--- config.mk ---
export PLATFORM = sky130hd
export DESIGN_NAME = bchecc_chien_ctrl
export DESIGN_NICKNAME = d
export VERILOG_FILES = /design/src/rtl/bchecc_chien_ctrl.sv
export SDC_FILE = /design/constraint.sdc
export NUM_CORES = 1
export LEC_CHECK = 0
export CAP_MARGIN = 20
export CORE_AREA = 2 2 319 321
export CTS_CLUSTER_SIZE = 40
export DETAILED_ROUTE_END_ITERATION = 16
export DIE_AREA = 0 0 321 323
export PLACE_DENSITY = 0.36
export SYNTH_ARGS = -nofsm -noshare
export SYNTH_HDL_FRONTEND = slang
export SYNTH_SLANG_ARGS = --single-unit
--- constraint.sdc ---
create_clock -name clk -period 5.64 [get_ports clk]
set_input_delay 0.564 -clock clk [delete_from_list [all_inputs] [get_ports clk]]
set_output_delay 0.564 -clock clk [all_outputs]
set_load 0.02 [all_outputs]
--- src/rtl/bchecc_chien_ctrl.sv ---
`default_nettype none
// ============================================================================
// bchecc_chien_ctrl : Chien-search sequencer stepping lambda1..15 by alpha^k
//                     through the shared 15-lane GF(2^13) multiplier bank.
// Revision 1.0
// ============================================================================
module bchecc_chien_ctrl #(
  parameter int GF_M  = 13,
  parameter int T_MAX = 15
) (
  input  logic                    clk,
  input  logic                    rst_n,
  input  logic                    start_i,
  input  logic [GF_M*T_MAX-1:0]   lambda_i,
  input  logic [3:0]              deg_i,
  input  logic [GF_M-1:0]         len_i,
  output logic [GF_M*T_MAX-1:0]   mult_a_o,
  output logic [GF_M*T_MAX-1:0]   mult_b_o,
  input  logic [GF_M*T_MAX-1:0]   mult_s_i,
  output logic                    loc_valid_o,
  input  logic                    loc_ready_i,
  output logic [GF_M-1:0]         loc_pos_o,
  output logic                    busy_o,
  output logic                    done_o,
  output logic                    fail_o,
  output logic [3:0]              err_num_o
);

  localparam logic [1:0] S_IDLE   = 2'd0;
  localparam logic [1:0] S_SEARCH = 2'd1;
  localparam logic [1:0] S_OUT    = 2'd2;
  localparam logic [1:0] S_DONE   = 2'd3;

  localparam logic [GF_M-1:0] ONE  = {{(GF_M-1){1'b0}}, 1'b1};
  // Low-order terms of x^13+x^4+x^3+x+1, folded back in when alpha*v overflows.
  localparam logic [GF_M-1:0] POLY = {{(GF_M-5){1'b0}}, 5'b11011};

  function automatic logic [GF_M-1:0] alpha_pow(input int k);
    logic [GF_M-1:0] v;
    v = ONE;
    for (int i = 0; i < k; i++) begin
      v = v[GF_M-1] ? ((v << 1) ^ POLY) : (v << 1);
    end
    return v;
  endfunction

  logic [1:0]      state_q, state_d;
  logic [GF_M-1:0] reg_q [T_MAX];
  logic [GF_M-1:0] reg_d [T_MAX];
  logic [GF_M-1:0] pos_q, pos_d;
  logic [GF_M-1:0] len_q, len_d;
  logic [GF_M-1:0] loc_pos_q, loc_pos_d;
  logic [3:0]      deg_q, deg_d;
  logic [3:0]      found_q, found_d;
  logic [3:0]      err_num_q, err_num_d;
  logic            loc_valid_q, loc_valid_d;
  logic            done_q, done_d;
  logic            fail_q, fail_d;

  logic [GF_M-1:0] sum;
  logic [3:0]      found_inc;

  generate
    for (genvar k = 0; k < T_MAX; k++) begin : g_lane
      localparam logic [GF_M-1:0] ALPHA_K = alpha_pow(k + 1);
      assign mult_a_o[GF_M*k +: GF_M] = reg_q[k];
      assign mult_b_o[GF_M*k +: GF_M] = ALPHA_K;
    end
  endgenerate

  // Locator evaluated at the current position: 1 + sum of stepped terms.
  always_comb begin
    sum = ONE;
    for (int k = 0; k < T_MAX; k++) begin
      sum = sum ^ reg_q[k];
    end
  end

  assign found_inc = (found_q == 4'hF) ? found_q : found_q + 4'd1;

  always_comb begin
    state_d     = state_q;
    reg_d       = reg_q;
    pos_d       = pos_q;
    len_d       = len_q;
    deg_d       = deg_q;
    found_d     = found_q;
    loc_pos_d   = loc_pos_q;
    loc_valid_d = loc_valid_q;
    done_d      = 1'b0;
    fail_d      = fail_q;
    err_num_d   = err_num_q;

    case (state_q)
      S_IDLE, S_DONE: begin
        if (start_i) begin
          for (int k = 0; k < T_MAX; k++) begin
            reg_d[k] = (k < int'(deg_i)) ? lambda_i[GF_M*k +: GF_M] : '0;
          end
          deg_d     = deg_i;
          len_d     = len_i;
          pos_d     = '0;
          found_d   = '0;
          fail_d    = 1'b0;
          err_num_d = '0;
          if (deg_i == 4'd0) begin
            state_d = S_DONE;
            done_d  = 1'b1;
          end else begin
            state_d = S_SEARCH;
          end
        end
      end

      S_SEARCH: begin
        for (int k = 0; k < T_MAX; k++) begin
          reg_d[k] = mult_s_i[GF_M*k +: GF_M];
        end
        pos_d = pos_q + ONE;
        if (sum == '0) begin
          found_d     = found_inc;
          loc_pos_d   = pos_q;
          loc_valid_d = 1'b1;
          state_d     = S_OUT;
        end else if (pos_q == len_q - ONE) begin
          state_d   = S_DONE;
          done_d    = 1'b1;
          fail_d    = (found_q != deg_q);
          err_num_d = found_q;
        end
      end

      S_OUT: begin
        if (loc_ready_i) begin
          loc_valid_d = 1'b0;
          if (found_q == deg_q) begin
            state_d   = S_DONE;
            done_d    = 1'b1;
            fail_d    = 1'b0;
            err_num_d = found_q;
          end else if (pos_q == len_q) begin
            // Root sat on the last position; fewer roots than the degree.
            state_d   = S_DONE;
            done_d    = 1'b1;
            fail_d    = 1'b1;
            err_num_d = found_q;
          end else begin
            state_d = S_SEARCH;
          end
        end
      end

      default: state_d = S_IDLE;
    endcase
  end

  always_ff @(posedge clk or negedge rst_n) begin
    if (!rst_n) begin
      state_q     <= S_IDLE;
      for (int k = 0; k < T_MAX; k++) begin
        reg_q[k] <= '0;
      end
      pos_q       <= '0;
      len_q       <= '0;
      deg_q       <= '0;
      found_q     <= '0;
      loc_pos_q   <= '0;
      loc_valid_q <= 1'b0;
      done_q      <= 1'b0;
      fail_q      <= 1'b0;
      err_num_q   <= '0;
    end else begin
      state_q     <= state_d;
      reg_q       <= reg_d;
      pos_q       <= pos_d;
      len_q       <= len_d;
      deg_q       <= deg_d;
      found_q     <= found_d;
      loc_pos_q   <= loc_pos_d;
      loc_valid_q <= loc_valid_d;
      done_q      <= done_d;
      fail_q      <= fail_d;
      err_num_q   <= err_num_d;
    end
  end

  assign busy_o      = (state_q == S_SEARCH) || (state_q == S_OUT);
  assign loc_valid_o = loc_valid_q;
  assign loc_pos_o   = loc_pos_q;
  assign done_o      = done_q;
  assign fail_o      = fail_q;
  assign err_num_o   = err_num_q;

endmodule
`default_nettype wire
After elaboration in Yosys (flattened, before gate mapping)
Index checks and enable logic that the tools add are counted.

Memories kept: 0. Input port bits: 411. Logic and storage cells: 143. Latch bits: 0. Bits in registers: 251. RAM bits: 0. Bits in read-only memories: 0.

Multipliers: 0. Mux-type cells: 55. Bitwise logic cells: 15. $lt $le $gt $ge: 15. Reductions and logical operators: 14. Equality and inequality tests: 16. Shifts and indexed selects: 0. Div/mod/pow operators: 0. Add/sub/neg operators: 3.

Operators by type and width (count): one-hot mux 195 bit (2 select lines) (1); 2-to-1 mux 13 bit (16); 2-to-1 mux 195 bit (1); bitwise XOR 13 bit (14); 2-to-1 mux 4 bit (8); < comparator 4 bit (first input constant) (7); equality test 13 bit (2); one-hot mux 13 bit (2 select lines) (1); < comparator 3 x 4 -> 1 bit (first input constant) (4); 2-to-1 mux 1 bit (15); 2-to-1 mux 2 bit (7); adder 13 x 1 -> 13 bit (second input constant) (1); logical NOT 13 bit (1); subtractor 13 x 1 -> 13 bit (second input constant) (1); != test 2 bit (second input constant) (6); one-hot mux 4 bit (3 select lines) (1); < comparator 1 x 4 -> 1 bit (first input constant) (2); < comparator 2 x 4 -> 1 bit (first input constant) (2); one-hot mux 4 bit (2 select lines) (1); != test 3 bit (second input constant) (2); one-hot mux 1 bit (3 select lines) (2); one-hot mux 2 bit (3 select lines) (1); AND reduction 2 bit (3); AND reduction 3 bit (2); other kinds (15) (17).

Depth between registers and ports, before layout
Depth after elaboration: 18. Mapped depth: 10. Gate-level depth less buffers: 9.

Worst setup path before layout
OpenSTA, ideal clock, no wires.

Path type: register to register. From: register reg_q, in the netlist mult_a_o[151]. To: register err_num_q[1], in the netlist err_num_o[1]. Cell stages (with the launch flop): 8. Setup time: 0.125 ns. Clock period less this slack: 2.742 ns. Required time: 5.515 ns. Slack: 2.898 ns. Arrival: 2.617 ns. Cells stage by stage: dfrtp_1 > xnor3_1 > xnor3_1 > xnor3_1 > nor4_1 > nand4_1 > o211ai_2 > mux2_2.

Word-level cells in the longest chain between the ends: 7.

Ends and longest elaborated chain: start: declaration (line 48) `logic [GF_M-1:0] reg_q [T_MAX];`; start signal: assignment (line 174) `reg_q <= reg_d;`; bitwise XOR 13 bit (4 in a row) (line 75) `sum = sum ^ reg_q[k];`; logical NOT 13 bit (line 120) `if (sum == '0) begin`; != test 2 bit (no line); AND reduction 5 bit (no line); end signal: assignment (line 183) `err_num_q <= err_num_d;`; end: declaration (line 55) `logic [3:0] err_num_q, err_num_d;`.

No other way between the ends. A chain may end at the register's enable or synchronous reset.

Worst setup path after layout
From: register reg_q, in the netlist mult_a_o[32]. To: register fail_q, in the netlist fail_o.

Word-level cells in the longest chain between the ends: 16.

Ends and longest elaborated chain: bitwise XOR 13 bit (13 in a row) (line 75); logical NOT 13 bit (line 120); != test 2 bit (no line); AND reduction 5 bit (no line); end signal: assignment (line 182) `fail_q <= fail_d;`; end: declaration (line 58) `logic fail_q, fail_d;`.

No other way between the ends.

==> metrics <==
status complete, no violations; Post-synth ARST share 100%; multi-input logic area about 7400 um^2; Worst-Margin Slew 1.10 ns; Fin Setup TNS 0 ns; Register-to-Register Path Depth 7; Clock Tree Root clkbuf_16; leak pwr around 9.4 nW; Initial DRT Pass Iterations 5; pwr dens ~780 nW/um^2; crit-path max FO 5; final instance area roughly 23000 um^2; wire per inst between 20 and 25 um; WHS 0.00122 ns; initial antenna violation count 26; Setup WS pre-CTS ~1.5 ns; FILL cells 11000; placed cells about 3400; die area roughly 100000 um^2; flops & latches, synth roughly 250; Cell Rows 117; ratio of cells with drive above 1 in the final layout between 5 and 6%; utilization after layout between 20% and 30%; unrepaired setup endpoints after global routing false; GRT Util Overall between 15 and 20%; placer's final routability congestion estimate between 0.7 and 0.8; Hold Buf Count CTS 0; Routed WL between 80 and 90 mm; Cell Area, Synth 14800 um^2; Post-CTS Setup Repair Bufs 0; startpoint types register; Clk Latency, worst-skew pair 0.56 ns; largest net degree at the start of global routing 142; Register Area ~6300 um^2; Fin Clk Skew around 0.012 ns; initial DRC count about 610; sequential share of the synthesized area 42.4%; overall power roughly 18 mW; Clock transition at path regs around 0.060 ns; post-DP HPWL between 60 and 70 mm; crit end category register; grt total ovfl 0; Yosys cell types 56; Avg Cell Area, Syn 9.69 um^2; final-report hold violation count 0; via/cell ratio approximately 3.9; Via Count about 13000; final antenna-violating net count 0; # resized after CTS 0; Final Worst Setup Slack roughly 1.9 ns; final setup violation count 0; Die H 323 um; Post-synth EDFFs 0; Fmax 0.270 GHz; synth warn 0; crit path time final around 3.7 ns; Non-Filler Instances 3454; Placed Instance Area 21900 um^2; most frequent cells in the layout clkdlybuf4s50_1 (625), nor2_1 (384), dfrtp_1 (251); critical path required time between 6 and 7 ns; hold crit path type in -> async; TritonCTS clock tree built; Max clock buf depth 3; num ports 822; clk sinks about 250; max_cap viols 0; Final Cycle Share 65.8%; number of port buffers approximately 630; Starting Density between 10% and 20%; peak supply drop about 0.54 mV; synthesis-to-layout area growth 55.6%; first-pass GRT wire length roughly 110 mm; Die X around 320 um; Worst Path Arrival roughly 4.1 ns; CTS H-tree depth 2; Mapped Cells about 1500; number of global-route vias before repair 13500; relative slew slack 26.7%; Main synth FF type dfrtp_1; Final Slew Violations 0; CTS buffer count 36; crit path kind reg -> reg; # DRC 0; Layout Nets between 2000 and 3000; most common cell after layout, fill and taps aside clkdlybuf4s50_1; Core ar. about 100000 um^2
## sequential cells by signal, indices dropped and copies added, names as in the netlist
signal and flops:
done_o 1, err_num_o 4, loc_valid_o 1, pos_q 13, deg_q 4, found_q 4, loc_pos_o 13, fail_o 1
state_q 2, len_q 13, mult_a_o 195
## metal layers
layer	global-route usage [%]	part of all wire, %
met1	17.7	40
met2	26.0	49
met3	4.98	8.3
met4	4.61	2.8
met5	0	0.15
## critical path, cell delays in order (launching register included)
cell	delay (ns)
dfrtp_1	0.40
xor2_1	0.20
xnor2_1	0.57
xnor3_1	0.51
nor4_1	0.69
nand4_1	0.40
o211ai_2	0.42
mux2_2	0.38
## worst paths after layout
check | start | end | slack [ns]
worst max-delay path | mult_a_o[32]$_DFFE_PN0P_ | fail_o$_DFFE_PN0P_ | 1.93
worst min-delay path | rst_n | pos_q[0]$_DFFE_PN0P_ | 0.001
worst max register to register | mult_a_o[32]$_DFFE_PN0P_ | fail_o$_DFFE_PN0P_ | 1.93
worst min register to register | loc_pos_o[6]$_DFFE_PN0P_ | loc_pos_o[6]$_DFFE_PN0P_ | 0.51
max in group asynchronous | rst_n | mult_a_o[56]$_DFFE_PN0P_ | 4.20
min in group clk | loc_pos_o[6]$_DFFE_PN0P_ | loc_pos_o[6]$_DFFE_PN0P_ | 0.51
## cell usage after synthesis, types with 22 or more instances
| master | instances | share of area [%] |
|---|---|---|
| xnor3_1 | 36 | 5.5 |
| nor2_1 | 388 | 9.8 |
| a21oi_1 | 24 | 0.81 |
| buf_4 | 196 | 9.9 |
| mux2_2 | 32 | 2.4 |
| xnor2_1 | 105 | 6.2 |
| a221oi_1 | 182 | 11 |
| o21ai_0 | 22 | 0.74 |
| clkbuf_1 | 94 | 2.4 |
| dfrtp_1 | 251 | 42 |
| nand2_1 | 31 | 0.79 |
| xor2_1 | 37 | 2.2 |
## report_power, final
part           switching (mW)  internal, mW  leakage [nW]
clock                   0.900          1.35         0.558
sequential              0.912          2.70          3.10
combinational            6.87          5.18          5.77
total                    8.68          9.22          9.42
## kinds of logic (layout without fill, tap and decap cells)
group | count (synthesis) | in the layout | synth area share [%]
DFF | 251 | 251 | 42.4
other | 2 | 199 | 0.0507
buffers and inverters | 305 | 725 | 12.7
muxes | 36 | 36 | 2.72
xor gates and xnor gates | 178 | 178 | 13.9
AOI/OAI and AO/OA | 257 | 257 | 13.9
adders and majority gates | 5 | 5 | 0.423
and+or+nand+nor | 494 | 494 | 13.8
## cell type report
cell class                 count  area share, %
antenna                        4         0.0434
clock buffer                  57           4.65
clock inverter                 6          0.304
inverter                      13          0.212
multi-input combinational   1165           32.2
sequential                   251           27.3
tap                         1309           7.11
timing repair buffer         649           28.2
(Power assumes the default switching activity.)
